$ cat src/rtl/mem_access_stage_pkg.sv
// Shared constants for the memory stage: mem_op codes, funct3 access sizes, FSM states.
package mem_access_stage_pkg;

   localparam logic [1:0] MEM_OP_NONE  = 2'b00;
   localparam logic [1:0] MEM_OP_LOAD  = 2'b01;
   localparam logic [1:0] MEM_OP_STORE = 2'b10;

   localparam logic [2:0] MEM_B  = 3'b000;
   localparam logic [2:0] MEM_H  = 3'b001;
   localparam logic [2:0] MEM_W  = 3'b010;
   localparam logic [2:0] MEM_BU = 3'b100;
   localparam logic [2:0] MEM_HU = 3'b101;

   typedef enum logic [1:0] {IDLE, REQ, RSP, HOLD} state_e;
   typedef enum logic [1:0] {SZ_BYTE, SZ_HALF, SZ_WORD} size_e;

   // funct3[1:0] carries the size; codes 011/110/111 fall through to word.
   function automatic size_e sel_size(input logic [2:0] sel);
      case (sel[1:0])
         2'b00:   return SZ_BYTE;
         2'b01:   return SZ_HALF;
         default: return SZ_WORD;
      endcase
   endfunction

endpackage

$ cat src/rtl/mem_lane_align.sv
// Combinational lane steering: store byte enables / replicated write data, and
// load lane extraction with sign or zero extension.
module mem_lane_align
   import mem_access_stage_pkg::*;
(
   input  logic [2:0]  sel_i,
   input  logic [1:0]  addr_lo_i,
   input  logic        is_store_i,
   input  logic [31:0] store_data_i,
   input  logic [31:0] load_word_i,
   output logic [3:0]  be_o,
   output logic [31:0] wdata_o,
   output logic [31:0] load_data_o
);

   logic [7:0]  lbyte;
   logic [15:0] lhalf;

   always_comb begin
      be_o    = 4'b1111;
      wdata_o = '0;
      if (is_store_i) begin
         case (sel_size(sel_i))
            SZ_BYTE: begin
               be_o    = 4'b0001 << addr_lo_i;
               wdata_o = {4{store_data_i[7:0]}};
            end
            SZ_HALF: begin
               be_o    = 4'b0011 << {addr_lo_i[1], 1'b0};
               wdata_o = {2{store_data_i[15:0]}};
            end
            default: wdata_o = store_data_i;
         endcase
      end
   end

   // funct3[2] selects zero extension for the byte/half forms.
   always_comb begin
      lbyte = 8'(load_word_i >> {addr_lo_i, 3'b000});
      lhalf = addr_lo_i[1] ? load_word_i[31:16] : load_word_i[15:0];
      case (sel_size(sel_i))
         SZ_BYTE: load_data_o = sel_i[2] ? {24'b0, lbyte} : {{24{lbyte[7]}}, lbyte};
         SZ_HALF: load_data_o = sel_i[2] ? {16'b0, lhalf} : {{16{lhalf[15]}}, lhalf};
         default: load_data_o = load_word_i;
      endcase
   end

endmodule

$ cat src/rtl/mem_access_stage.sv
// RISC-V memory stage: single-outstanding bus access with watchdog, registered WB record.
// Optional MEM_MISALIGN_TRAP_EN: misaligned half/word accesses skip the bus and flag misalign_fault.
module mem_access_stage
   import mem_access_stage_pkg::*;
#(
   parameter int unsigned BUS_TIMEOUT = 255
)(
   input  logic        clk,
   input  logic        rst,
   input  logic        in_valid,
   output logic        in_ready,
   input  logic [31:0] alu_result,
   input  logic [31:0] rs2_data,
   input  logic [1:0]  mem_op,
   input  logic [2:0]  mem_sel,
   input  logic [4:0]  rd_in,
   input  logic        reg_we_in,
   input  logic [1:0]  wb_sel_in,
   input  logic [31:0] pc_adder_result_in,
   output logic        out_valid,
   input  logic        out_ready,
   output logic [31:0] mem_rdata_out,
   output logic [31:0] alu_result_out,
   output logic [4:0]  rd_out,
   output logic        reg_we_out,
   output logic [1:0]  wb_sel_out,
   output logic [31:0] pc_adder_result_out,
   output logic        bus_req_valid,
   input  logic        bus_req_ready,
   output logic        bus_req_we,
   output logic [31:0] bus_req_addr,
   output logic [31:0] bus_req_wdata,
   output logic [3:0]  bus_req_be,
   input  logic        bus_rsp_valid,
   input  logic [31:0] bus_rsp_rdata,
   output logic        bus_error,
   output logic        misalign_fault
);

   state_e      state_q;
   logic [31:0] addr_q, rs2_q, pc_q, rdata_q, wd_q;
   logic [1:0]  op_q, wbsel_q;
   logic [2:0]  sel_q;
   logic [4:0]  rd_q;
   logic        we_q, err_q, mis_q;

   logic [3:0]  be;
   logic [31:0] wdata, load_ext;
   logic        is_mem_in, misaligned_in, timeout, in_req;

   mem_lane_align u_align (
      .sel_i        (sel_q),
      .addr_lo_i    (addr_q[1:0]),
      .is_store_i   (op_q == MEM_OP_STORE),
      .store_data_i (rs2_q),
      .load_word_i  (bus_rsp_rdata),
      .be_o         (be),
      .wdata_o      (wdata),
      .load_data_o  (load_ext)
   );

   assign is_mem_in = (mem_op == MEM_OP_LOAD) || (mem_op == MEM_OP_STORE);

`ifdef MEM_MISALIGN_TRAP_EN
   always_comb begin
      case (sel_size(mem_sel))
         SZ_HALF: misaligned_in = alu_result[0];
         SZ_WORD: misaligned_in = |alu_result[1:0];
         default: misaligned_in = 1'b0;
      endcase
   end
`else
   assign misaligned_in = 1'b0;
`endif

   // wd_q counts cycles already spent in REQ/RSP; abort on the last allowed one.
   assign timeout = (BUS_TIMEOUT != 0) && (wd_q == 32'(BUS_TIMEOUT - 1));

   always_ff @(posedge clk) begin
      if (rst) begin
         state_q <= IDLE;
         addr_q  <= '0;
         rs2_q   <= '0;
         pc_q    <= '0;
         rdata_q <= '0;
         wd_q    <= '0;
         op_q    <= '0;
         wbsel_q <= '0;
         sel_q   <= '0;
         rd_q    <= '0;
         we_q    <= 1'b0;
         err_q   <= 1'b0;
         mis_q   <= 1'b0;
      end else begin
         case (state_q)
            IDLE: if (in_valid) begin
               addr_q  <= alu_result;
               rs2_q   <= rs2_data;
               pc_q    <= pc_adder_result_in;
               op_q    <= mem_op;
               sel_q   <= mem_sel;
               rd_q    <= rd_in;
               wbsel_q <= wb_sel_in;
               rdata_q <= '0;
               wd_q    <= '0;
               err_q   <= 1'b0;
               mis_q   <= is_mem_in && misaligned_in;
               we_q    <= reg_we_in && !(is_mem_in && misaligned_in);
               state_q <= (is_mem_in && !misaligned_in) ? REQ : HOLD;
            end
            REQ: begin
               wd_q <= wd_q + 32'd1;
               if (bus_req_ready) state_q <= RSP;
               else if (timeout) begin
                  err_q   <= 1'b1;
                  we_q    <= 1'b0;
                  rdata_q <= '0;
                  state_q <= HOLD;
               end
            end
            RSP: begin
               wd_q <= wd_q + 32'd1;
               if (bus_rsp_valid) begin
                  if (op_q == MEM_OP_LOAD) rdata_q <= load_ext;
                  state_q <= HOLD;
               end else if (timeout) begin
                  err_q   <= 1'b1;
                  we_q    <= 1'b0;
                  rdata_q <= '0;
                  state_q <= HOLD;
               end
            end
            HOLD: if (out_ready) begin
               err_q   <= 1'b0;
               mis_q   <= 1'b0;
               state_q <= IDLE;
            end
         endcase
      end
   end

   assign in_req              = (state_q == REQ);
   assign in_ready            = (state_q == IDLE);
   assign out_valid           = (state_q == HOLD);
   assign bus_req_valid       = in_req;
   assign bus_req_we          = in_req && (op_q == MEM_OP_STORE);
   assign bus_req_addr        = in_req ? {addr_q[31:2], 2'b00} : '0;
   assign bus_req_wdata       = in_req ? wdata : '0;
   assign bus_req_be          = in_req ? be : '0;
   assign mem_rdata_out       = rdata_q;
   assign alu_result_out      = addr_q;
   assign rd_out              = rd_q;
   assign reg_we_out          = we_q;
   assign wb_sel_out          = wbsel_q;
   assign pc_adder_result_out = pc_q;
   assign bus_error           = err_q;
   assign misalign_fault      = mis_q;

endmodule

$ cat config.mk
export PLATFORM = sky130hd
export DESIGN_NAME = mem_access_stage
export DESIGN_NICKNAME = d
export VERILOG_FILES = /design/src/rtl/mem_access_stage_pkg.sv /design/src/rtl/mem_lane_align.sv /design/src/rtl/mem_access_stage.sv
export SDC_FILE = /design/constraint.sdc
export NUM_CORES = 1
export LEC_CHECK = 0
export ABC_CLOCK_PERIOD_IN_PS = 2100
export CORE_ASPECT_RATIO = 0.5
export CORE_MARGIN = 10
export CORE_UTILIZATION = 40
export CTS_BUF_LIST = sky130_fd_sc_hd__clkbuf_16
export DETAILED_ROUTE_END_ITERATION = 10
export PLACE_DENSITY_LB_ADDON = 0.1
export SYNTH_ARGS = -nofsm -noshare
export SYNTH_HDL_FRONTEND = slang
export SYNTH_HIERARCHICAL = 1
export SYNTH_SLANG_ARGS = --single-unit
$ cat constraint.sdc
create_clock -name clk -period 2.1 [get_ports clk]
set_input_delay 0.42 -clock clk [delete_from_list [all_inputs] [get_ports clk]]
set_output_delay 0.42 -clock clk [all_outputs]
set_load 0.005 [all_outputs]
==> run summary, run 1 <==
status = finished, violations left
violated checks = setup timing
Final Skew = 0.007967 ns
filler cell count in the final layout = 1735
Layout Nets = 1558
setup ws final = -0.1372 ns
worst skew pair latency = 0.43 ns
hold slack final = 0.2725 ns
Hold Crit Class = in2reg
Final Hold Viols = 0
total track usage = 21.84%
CP Class = reg2out
final WL = 32060 um
power share of the clock group = 23.0%
Seq pwr share = 32.7%
first-pass GRT wire length = 48240 um
initial drt markers = 544
Die X = 225.4 um
Req. time, crit path = 1.68 ns
Die Area = 27660 sq um
RSZ-0062 raised after global routing = yes
yosys warns = 6
Layout Cells excl Fill = 1692
dpl cells = 1639
die extent in y = 122.7 um
CP startpoint kind = flop
Async S/R FF share, synth = 0%
DRT antenna net count = 0
CP Capture Type = output pin
Pleak = 5.109 nW
Core Area = 20650 sq um
dpl hpwl = 22950 um
Peak VDD IR = 0.5816 mV
Setup violations, final = 6
dominant register cell in the synthesized netlist = dfxtp_1
CTS tree = yes
relative slew slack = 41.29%
# clock sinks = 176
Synth Cell Area = 8439 sq um
Tmin final = 2.237 ns
Seq cells post-synth = 176
RD Place Congestion = 0.8340
synth unique cells = 67
htree depth = 4
Avg Cell Area, Syn = 7.999 sq um
worst slew pin tran = 0.8806 ns
Post-Syn Instances = 1055
largest net degree at the start of global routing = 81
Longest Clk Path Bufs = 2
Clk pin slew, worst setup/hold paths = 0.07 ns
Max Fclk = 0.4470 GHz
Layout area overhead = 57.39%
total power per unit cell area = 948.1 nW/um^2
Sw Share = 35.55%
max-slew violation count = 0
share of cells above drive strength 1 = 18.21%
crit path max fanout = 4
number of flops mapped to enable cells by yosys = 0
Worst EP arrival = 1.82 ns
total clock buffers created by CTS = 17
hold_buf cts = 0
Switch Pwr = 0.004477 W
DRC = 0
IO buf count = 321
Final period util = 106.5%
# IOs = 325
CTS root buf = clkbuf_16
vias per cell = 5.230
DR WL/cell = 18.95 um
vias in the first global route = 8654
DR vias = 8850
number of antenna violations at the first check in global routing = 2
Combinational Power Share = 44.3%
row cnt = 37
first-pass iteration count of the detailed router = 5
max-cap violations = 0
Initial Util = 40.87%
P_int = 0.008117 W
sequential area share after synthesis = 41.75%
total gr overflow = 0
[metrics by stage]
| stage | setup TNS, ns | power [W] | worst slack, ns | utilization, % | instance area [sq um] |
|---|---|---|---|---|---|
| after floorplan | 0 | 0.006538 | 0.002640 | - | 8458 |
| after CTS | -0.7962 | 0.01252 | -0.1412 | 64.05 | 13220 |
| after global placement | -1.143 | 0.008802 | -0.07627 | 59.71 | 12330 |
| after detailed placement | -3.307 | 0.008887 | -0.1372 | 59.71 | 12330 |
| after global routing | -1.173 | 0.01326 | -0.1934 | 64.33 | 13280 |
| final | -0.5016 | 0.01259 | -0.1372 | 64.33 | 13280 |
[cells in the mapped netlist (all sizes together), types with 2 or more instances]
| cell type | count | share of area, % |
|---|---|---|
| a21o | 2 | 0.18 |
| nand2 | 257 | 11 |
| nor3 | 4 | 0.24 |
| a21oi | 132 | 7.8 |
| o22ai | 16 | 1.2 |
| a31oi | 2 | 0.33 |
| nand2b | 4 | 0.39 |
| and4 | 4 | 0.44 |
| a221o | 7 | 0.83 |
| o21ai | 8 | 0.47 |
| nand3 | 11 | 0.80 |
| ha | 7 | 1.0 |
| or2 | 3 | 0.22 |
| mux2i | 25 | 3.0 |
| a211oi | 2 | 0.18 |
| nor2b | 21 | 1.6 |
| nor4b | 2 | 0.21 |
| clkbuf | 52 | 2.3 |
| a22o | 32 | 3.3 |
| buf | 28 | 2.1 |
| inv | 15 | 0.67 |
| or3 | 5 | 0.37 |
| and2 | 82 | 6.1 |
| nand4 | 10 | 0.82 |
| o221ai | 8 | 1.1 |
| nor4 | 10 | 0.99 |
| o31ai | 4 | 0.36 |
| a22oi | 9 | 0.96 |
| xor2 | 11 | 1.1 |
| dfxtp | 176 | 42 |
| nor2 | 64 | 2.8 |
| mux2 | 13 | 1.8 |
| xnor2 | 10 | 1.0 |
| or4 | 4 | 0.36 |
[per-layer routing]
metal | GRT usage (%) | vias to the layer above | part of all wire [%]
met5 | 0 | - | 0
met4 | 7.883 | 0 | 1.7
met3 | 4.571 | 39 | 5.3
met2 | 39.74 | 263 | 53
met1 | 25.13 | 4267 | 40
li1 | - | 4281 | -
[final cells by class]
cell class / count / area, sq um / area share (%)
Sequential cell: 176 / 3537 / 26.63
Clock inverter: 15 / 96.34 / 0.7253
Tap cell: 273 / 341.6 / 2.572
Timing Repair Buffer: 408 / 4054 / 30.52
Antenna cell: 2 / 5.005 / 0.03768
Clock buffer: 17 / 425.4 / 3.203
Multi-Input combinational cell: 785 / 4757 / 35.81
Inverter: 16 / 66.31 / 0.4992
[power groups by stage]
stage	sequential (W)	combinational [W]	clock [W]
6_report	0.00412	0.00559	0.00289
5_1_grt	0.00417	0.00602	0.00306
4_1_cts	0.00411	0.00546	0.00295
3_5_place_dp	0.00416	0.00473	0
3_3_place_gp	0.00414	0.00466	0
2_1_floorplan	0.00412	0.00242	0
[registers in the layout, indices dropped and copies added, names as in the netlist]
signal	flops
wd_q	32
rs2_q	32
bus_error	1
rd_out	5
alu_result_out	32
wb_sel_out	2
pc_adder_result_out	32
reg_we_out	1
state_q	2
mem_rdata_out	32
op_q	2
sel_q	3
[cells in the final DEF, fill, tap and decap left out, drive strengths merged, types with 4 or more instances in the layout]
cell	instances
nand3	11
xnor2	10
a21oi	132
clkinvlp	5
or3	5
nor2	64
nor3	4
and2	82
and4	4
nand4	10
ha	7
nand2	257
o21ai	8
nor4	10
or4	4
dlygate4sd2	11
clkbuf	36
nand2b	4
buf	126
xor2	11
a22oi	9
clkdlybuf4s50	250
mux2	13
dfxtp	176
a22o	32
o31ai	4
clkinv	8
nor2b	21
a221o	7
o221ai	8
inv	18
mux2i	25
o22ai	16
[logic make-up after synthesis]
kind of cell,Yosys count,synth area share (%)
and+or+nand+nor,488,27.58
AOI/OAI and AO/OA,228,17.46
DFF,176,41.75
buffers and inverters,96,5.159
muxes,38,4.789
xor gates and xnor gates,21,2.179
adders and majority gates,7,1.038
other,1,0.04443
[worst max-delay path: stages (launching register included)]
cell and delay (ns):
dfxtp_4 0.36, buf_6 0.13, buf_4 0.13, mux2_4 0.30
mux2i_1 0.13, nor2_1 0.06, and2_1 0.14, buf_2 0.13
[final timing paths]
path                                start                 endpoint  slack (ns)  cells after the start
hold / removal                        rst               state_q[1]        0.27                      2
hold reg to reg   pc_adder_result_out[19]  pc_adder_result_out[19]        0.45                      2
setup / recovery                 sel_q[0]        bus_req_wdata[25]       -0.14                      7
setup reg to reg               state_q[1]                 wd_q[25]        0.04                      8
[repair_timing]
| action | in CTS | in global routing |
|---|---|---|
| pin swaps | 19 | 22 |
| setup endpoints to repair | 69 | 53 |
| setup buffers | 9 | 3 |
| gates resized for setup | 281 | 56 |
| gates cloned | 7 | 1 |
Power figures use the tool's default switching activity.
==> inputs of run 2 (changes only) <==
--- a/config.mk
+++ b/config.mk
@@ -7,11 +7,12 @@
 export LEC_CHECK = 0
 export ABC_CLOCK_PERIOD_IN_PS = 2100
 export CORE_ASPECT_RATIO = 0.5
-export CORE_MARGIN = 10
+export CORE_MARGIN = 4
 export CORE_UTILIZATION = 40
 export CTS_BUF_LIST = sky130_fd_sc_hd__clkbuf_16
 export DETAILED_ROUTE_END_ITERATION = 10
 export PLACE_DENSITY_LB_ADDON = 0.1
+export SKIP_LAST_GASP = 1
 export SYNTH_ARGS = -nofsm -noshare
 export SYNTH_HDL_FRONTEND = slang
 export SYNTH_HIERARCHICAL = 1
==> run 2 against run 1 <==
  * The flow still finishes with violations (setup timing)
  * Fmax decreased by 2.1%
  * Design area increased by 4.9%
  * Core utilization increased by 3.1 points
  * Worst setup slack got worse by 0.047 ns
  * First-iteration DRC count increased by 49%
  * Global-route usage increased by 2.8 points
  * Register-to-register slack got worse by 0.08 ns
  * Critical path depth decreased by 2
  * Sequential power about the same
  * Clock skew increased by 0.0010 ns
  * Sequential cell count unchanged
  * Combinational power increased by 6.6%
  * Critical endpoint is now bus_req_wdata[5]
  * Largest cell class unchanged
  * Highest routed layer unchanged
==> run summary, run 2 (synthesis gave the netlist of run 1 again) <==
status = finished, violations left
violated checks = setup timing
Req. time, crit path = 1.68 ns (about the same)
Peak VDD IR = 0.5823 mV (+0.11%)
Final Hold Viols = 0 (unchanged)
row cnt = 37 (unchanged)
Clk pin slew, worst setup/hold paths = 0.07 ns (about the same)
total power per unit cell area = 967.5 nW/um^2 (+2.0%)
htree depth = 4 (unchanged)
Reg2Reg Depth = 12 (+4)
CTS tree = yes
total clock buffers created by CTS = 17 (unchanged)
CP Capture Type = output pin
IO buf count = 321 (unchanged)
die extent in y = 110.7 um (-9.8%)
Initial Util = 40.87% (unchanged)
total track usage = 24.67% (+2.8 points)
vias per cell = 5.281 (+0.96%)
initial drt markers = 812 (+49%)
multi-input logic area = 4906 sq um (+3.1%)
Core Area = 20650 sq um (unchanged)
DRT antenna net count = 0 (unchanged)
dpl hpwl = 21090 um (-8.1%)
Final period util = 108.8% (+2.2 points)
Die X = 213.4 um (-5.3%)
DR vias = 9062 (+2.4%)
Total Power = 0.01348 W (+7.0%)
Worst Hold Depth = 2 (unchanged)
antenna diode count = 0 (-2)
CP Class = reg2out
final WL = 31770 um (-0.93%)
# clock sinks = 176 (unchanged)
Layout Nets = 1585 (+1.7%)
vias in the first global route = 8632 (-0.25%)
number of antenna violations at the first check in global routing = 0 (-2)
worst slew pin tran = 0.6189 ns (-0.2617 ns)
filler cell count in the final layout = 1703 (-1.8%)
Hold Crit Class = in2reg
DRC = 0 (unchanged)
max-cap violations = 0 (unchanged)
Die Area = 23630 sq um (-15%)
Max Fclk = 0.4378 GHz (-2.1%)
Setup violations, final = 64 (+58)
relative slew slack = 58.66% (+17 points)
worst skew pair latency = 0.45 ns (+0.02 ns)
largest net degree at the start of global routing = 54 (-33%)
CP startpoint kind = flop
Worst EP arrival = 1.86 ns (+0.04 ns)
setup ws final = -0.1841 ns (-0.04693 ns)
total gr overflow = 0 (unchanged)
dpl cells = 1635 (-0.24%)
DR WL/cell = 18.51 um (-2.3%)
Longest Clk Path Bufs = 2 (unchanged)
max-slew violation count = 0 (unchanged)
share of cells above drive strength 1 = 21.90% (+3.7 points)
commonest non-fill, non-tap cell in the layout = clkdlybuf4s50_1
RD Place Congestion = 0.8801 (+5.5%)
first-pass iteration count of the detailed router = 6 (+1)
Layout Cells excl Fill = 1716 (+1.4%)
crit path max fanout = 12 (+8)
RSZ-0062 raised after global routing = yes
commonest cells after routing, fill and taps aside = clkdlybuf4s50_1, nand2_1, dfxtp_1
Layout area overhead = 65.06%
Pleak = 5.391 nW (+5.5%)
Sequential Area = 3540 sq um (about the same)
Final Skew = 0.008974 ns (+0.001007 ns)
# IOs = 325 (unchanged)
Tmin final = 2.284 ns (+0.04693 ns)
first-pass GRT wire length = 46620 um (-3.4%)
CTS root buf = clkbuf_16
## run 2: cell types whose count changed in the layout (fill, tap and decap cells not counted), moves of 5 or more
cell	change
nor2_4	+5
clkdlybuf4s50_1	+8
buf_4	+13
dlygate4sd2_1	-9
dfxtp_2	+5
buf_6	+32
clkbuf_2	-14
and2_1	-16
nor2_2	-5
buf_2	-9
and2_4	+16
## run 2: path summary, 6_finish.rpt
path                                              from                     end  slack, ns
worst max-delay path                        state_q[0]        bus_req_wdata[5]      -0.18
worst min-delay path                               rst                 wd_q[0]       0.36
worst max register to register              state_q[1]       mem_rdata_out[16]      -0.04
worst min register to register  pc_adder_result_out[9]  pc_adder_result_out[9]       0.45
## run 2: where the power goes
group | switching, W | internal (W)
registers | 0.000350 | 0.00378
logic | 0.00288 | 0.00308
clock network | 0.00140 | 0.00198
## run 2: routing by layer
metal	up-vias	part of all wire (%)	routed length (um)	track usage (%)
li1	4342	-	-	-
met1	4344	42	13340	30.27
met2	309	49	15680	42.40
met3	67	5.8	1842	5.626
met4	0	2.8	904	8.862
met5	-	0	0	0
## run 2: timing repair
item / 4_1_cts / 5_1_grt
endpoints found under the setup margin: 69 / 111
gates resized for setup: 259 / 153
gates cloned: 9 / 7
setup buffers: 26 / 16
pin swaps: 29 / 47
hold buffers: 0 / 0
## run 2: through the flow
stage / area [sq um] / setup WS, ns / hold slack, ns / setup TNS, ns / utilization [%]
finish: 13930 / -0.1841 / 0.3553 / -3.552 / 67.46
global route: 13930 / -0.2736 / 0.3641 / -10.31 / 67.46
CTS: 13300 / -0.2170 / 0.3408 / -11.54 / 64.39
detailed placement: 12260 / -0.2257 / 0.4484 / -5.444 / 59.39
global placement: 12260 / -0.1890 / 0.4415 / -3.571 / 59.39
floorplan: 8458 / 0.002640 / 0.4360 / 0 / -
## run 2: area by class of cell
type,instances,area share [%]
Clock inverter,14,1.374
Timing Repair Buffer,434,32.00
Inverter,16,0.4850
Sequential cell,176,25.41
Clock buffer,17,3.054
Tap cell,273,2.452
Multi-Input combinational cell,786,35.22
## run 2: critical path: stages (launching register included)
cell	delay, ns
dfxtp_2	0.39
ha_4	0.17
buf_4	0.12
buf_12	0.11
and2_1	0.13
clkdlybuf4s50_1	0.50
==> inputs of run 3 (changes only) <==
--- a/config.mk
+++ b/config.mk
@@ -5,14 +5,16 @@
 export SDC_FILE = /design/constraint.sdc
 export NUM_CORES = 1
 export LEC_CHECK = 0
-export ABC_CLOCK_PERIOD_IN_PS = 2100
+export ABC_CLOCK_PERIOD_IN_PS = 2700
 export CORE_ASPECT_RATIO = 0.5
 export CORE_MARGIN = 4
 export CORE_UTILIZATION = 40
 export CTS_BUF_LIST = sky130_fd_sc_hd__clkbuf_16
 export DETAILED_ROUTE_END_ITERATION = 10
+export GPL_TIMING_DRIVEN = 0
 export PLACE_DENSITY_LB_ADDON = 0.1
 export SKIP_LAST_GASP = 1
+export SLEW_MARGIN = 25
 export SYNTH_ARGS = -nofsm -noshare
 export SYNTH_HDL_FRONTEND = slang
 export SYNTH_HIERARCHICAL = 1
==> constraint.sdc (replaced) <==
create_clock -name clk -period 2.7 [get_ports clk]
set_input_delay 0.54 -clock clk [delete_from_list [all_inputs] [get_ports clk]]
set_output_delay 0.54 -clock clk [all_outputs]
set_load 0.005 [all_outputs]
==> run 3 against run 2 <==
  * The flow now finishes without violations
  * Sequential cell count stayed put
  * Clock-buffer cell count stayed put
  * Clock skew hardly changed
  * Largest power group unchanged
  * Routed wire length is 6.6% lower
  * Critical path type unchanged
  * Via count is 3.2% lower
  * Highest routed layer unchanged
  * Design area is 7.7% lower
  * Power is 30% lower
==> run summary, run 3 (synthesis gave the netlist of run 1 again) <==
commonest cells after routing, fill and taps aside = clkdlybuf4s50_1, nand2_1, dfxtp_1
worst slew pin tran = 1.076 ns (+0.4570 ns)
Die X = 213.4 um (unchanged)
dpl cells = 1650 (+0.92%)
total track usage = 24.53% (-0.14 points)
htree depth = 4 (unchanged)
IO buf count = 320 (-0.31%)
commonest non-fill, non-tap cell in the layout = clkdlybuf4s50_1
Design Area, Final = 12860 sq um (-7.7%)
Layout Nets = 1558 (-1.7%)
total power per unit cell area = 730.3 nW/um^2 (-25%)
Max Fclk = 0.3726 GHz
Final Hold Viols = 0 (unchanged)
row cnt = 37 (unchanged)
CP Capture Type = output pin
Initial Util = 40.87% (unchanged)
dpl hpwl = 22950 um (+8.8%)
status = completed
DRC = 0 (unchanged)
RSZ-0062 raised after global routing = yes
Setup violations, final = 0 (-100%)
antenna diode count = 0 (unchanged)
first-pass iteration count of the detailed router = 5 (-1)
initial drt markers = 610 (-25%)
DR WL/cell = 17.56 um (-5.2%)
Layout area overhead = 52.34%
max-slew violation count = 0 (unchanged)
Peak VDD IR = 0.4311 mV (-26%)
Req. time, crit path = 2.16 ns (+0.48 ns)
DRT antenna net count = 0 (unchanged)
Pleak = 4.797 nW (-11%)
RD Place Congestion = 0.8831 (+0.34%)
Longest Clk Path Bufs = 2 (unchanged)
DR vias = 8773 (-3.2%)
Seq pwr share = 34.3% (+3.6 points)
Worst Hold Depth = 2 (unchanged)
DP Worst Slack = -0.4818 ns (-0.2561 ns)
hold_buf cts = 0 (unchanged)
power share of the clock group = 28.0% (+2.9 points)
Worst EP arrival = 2.14 ns (+0.28 ns)
Die Area = 23630 sq um (unchanged)
vias per cell = 5.191 (-1.7%)
final WL = 29670 um (-6.6%)
Final Skew = 0.008744 ns (-0.0002308 ns)
share of cells above drive strength 1 = 9.315% (-13 points)
Total Power = 0.009389 W (-30%)
total clock buffers created by CTS = 17 (unchanged)
relative slew slack = 27.49% (-31 points)
max-cap violations = 0 (unchanged)
Combinational Power Share = 37.7% (-6.5 points)
Layout Cells excl Fill = 1690 (-1.5%)
CTS tree = yes
die extent in y = 110.7 um (unchanged)
Tmin final = 2.684 ns
setup ws final = 0.01650 ns (+0.2006 ns)
total gr overflow = 0 (unchanged)
# IOs = 325 (unchanged)
metal2 WL = 14520 um (-7.4%)
wire length on met1 = 12580 um (-5.7%)
Top Layer Used = met4
crit path max fanout = 10 (-2)
first-pass GRT wire length = 46000 um (-1.3%)
worst skew pair latency = 0.44 ns (about the same)
Hold Crit Class = reg2reg
Clk pin slew, worst setup/hold paths = 0.07 ns (about the same)
CTS root buf = clkbuf_16
# clock sinks = 176 (unchanged)
largest net degree at the start of global routing = 18 (-67%)
CP Class = reg2out
Sw Share = 35.41% (+1.1 points)
number of antenna violations at the first check in global routing = 0 (unchanged)
Placed Area = 11990 sq um (-2.2%)
P_int = 0.006065 W (-31%)
Switch Pwr = 0.003324 W (-28%)
CP startpoint kind = flop
Final period util = 99.39%
Core Area = 20650 sq um (unchanged)
metal3 WL = 1889 um (+2.6%)
Reg2Reg Depth = 6 (-6)
vias in the first global route = 8539 (-1.1%)
[run 3: metal layers]
layer	track usage, %	vias to the layer above
li1	-	4285
met1	30.92	4175
met2	41.62	266
met3	5.598	47
met4	7.882	0
met5	0	-
[run 3: path summary, 6_finish.rpt]
path / end / from / slack, ns
max: bus_req_wdata[12] / sel_q[0] / 0.02
min: pc_adder_result_out[19] / pc_adder_result_out[19] / 0.46
max reg2reg: mem_rdata_out[7] / state_q[0] / 0.11
min reg2reg: pc_adder_result_out[19] / pc_adder_result_out[19] / 0.46
[run 3: area by class of cell]
| type | instances | area (sq um) |
|---|---|---|
| inverter | 16 | 65.06 |
| fill | 1813 | 7791 |
| sequential | 176 | 3532 |
| clock inverter | 15 | 196.4 |
| timing repair buffer | 332 | 3296 |
| clock buffer | 17 | 425.4 |
| buffer | 76 | 436.7 |
| tap | 273 | 341.6 |
| multi-input combinational | 785 | 4563 |
[run 3: critical path, cell delays in order (launching register included)]
cell             delay (ns)
dfxtp_2                0.33
buf_6                  0.12
buf_6                  0.14
nor2_4                 0.18
nand2_1                0.10
a21oi_1                0.17
and2_1                 0.16
clkdlybuf4s50_1        0.50
[run 3: what timing repair did]
item | 4_1_cts | 5_1_grt
pin swaps | 1 | 2
gates resized for setup | 50 | 34
setup endpoints to repair | 130 | 114
setup buffers | 6 | 6
[run 3: power groups by stage]
stage	Combinational (W)	Clock, W	Sequential (W)
floorplan	0.00187	0	0.00320
global placement	0.00327	0	0.00325
detailed placement	0.00333	0	0.00326
CTS	0.00347	0.00269	0.00322
global route	0.00386	0.00282	0.00327
finish	0.00354	0.00263	0.00322
[run 3: through the flow]
step	utilization (%)	hold slack, ns	TNS [ns]
floorplan	-	0.4360	0
global placement	58.08	0.4422	-25.79
detailed placement	58.08	0.4493	-29.64
CTS	61.79	0.4574	-0.1103
global route	62.27	0.4707	-0.05331
finish	62.27	0.4572	0
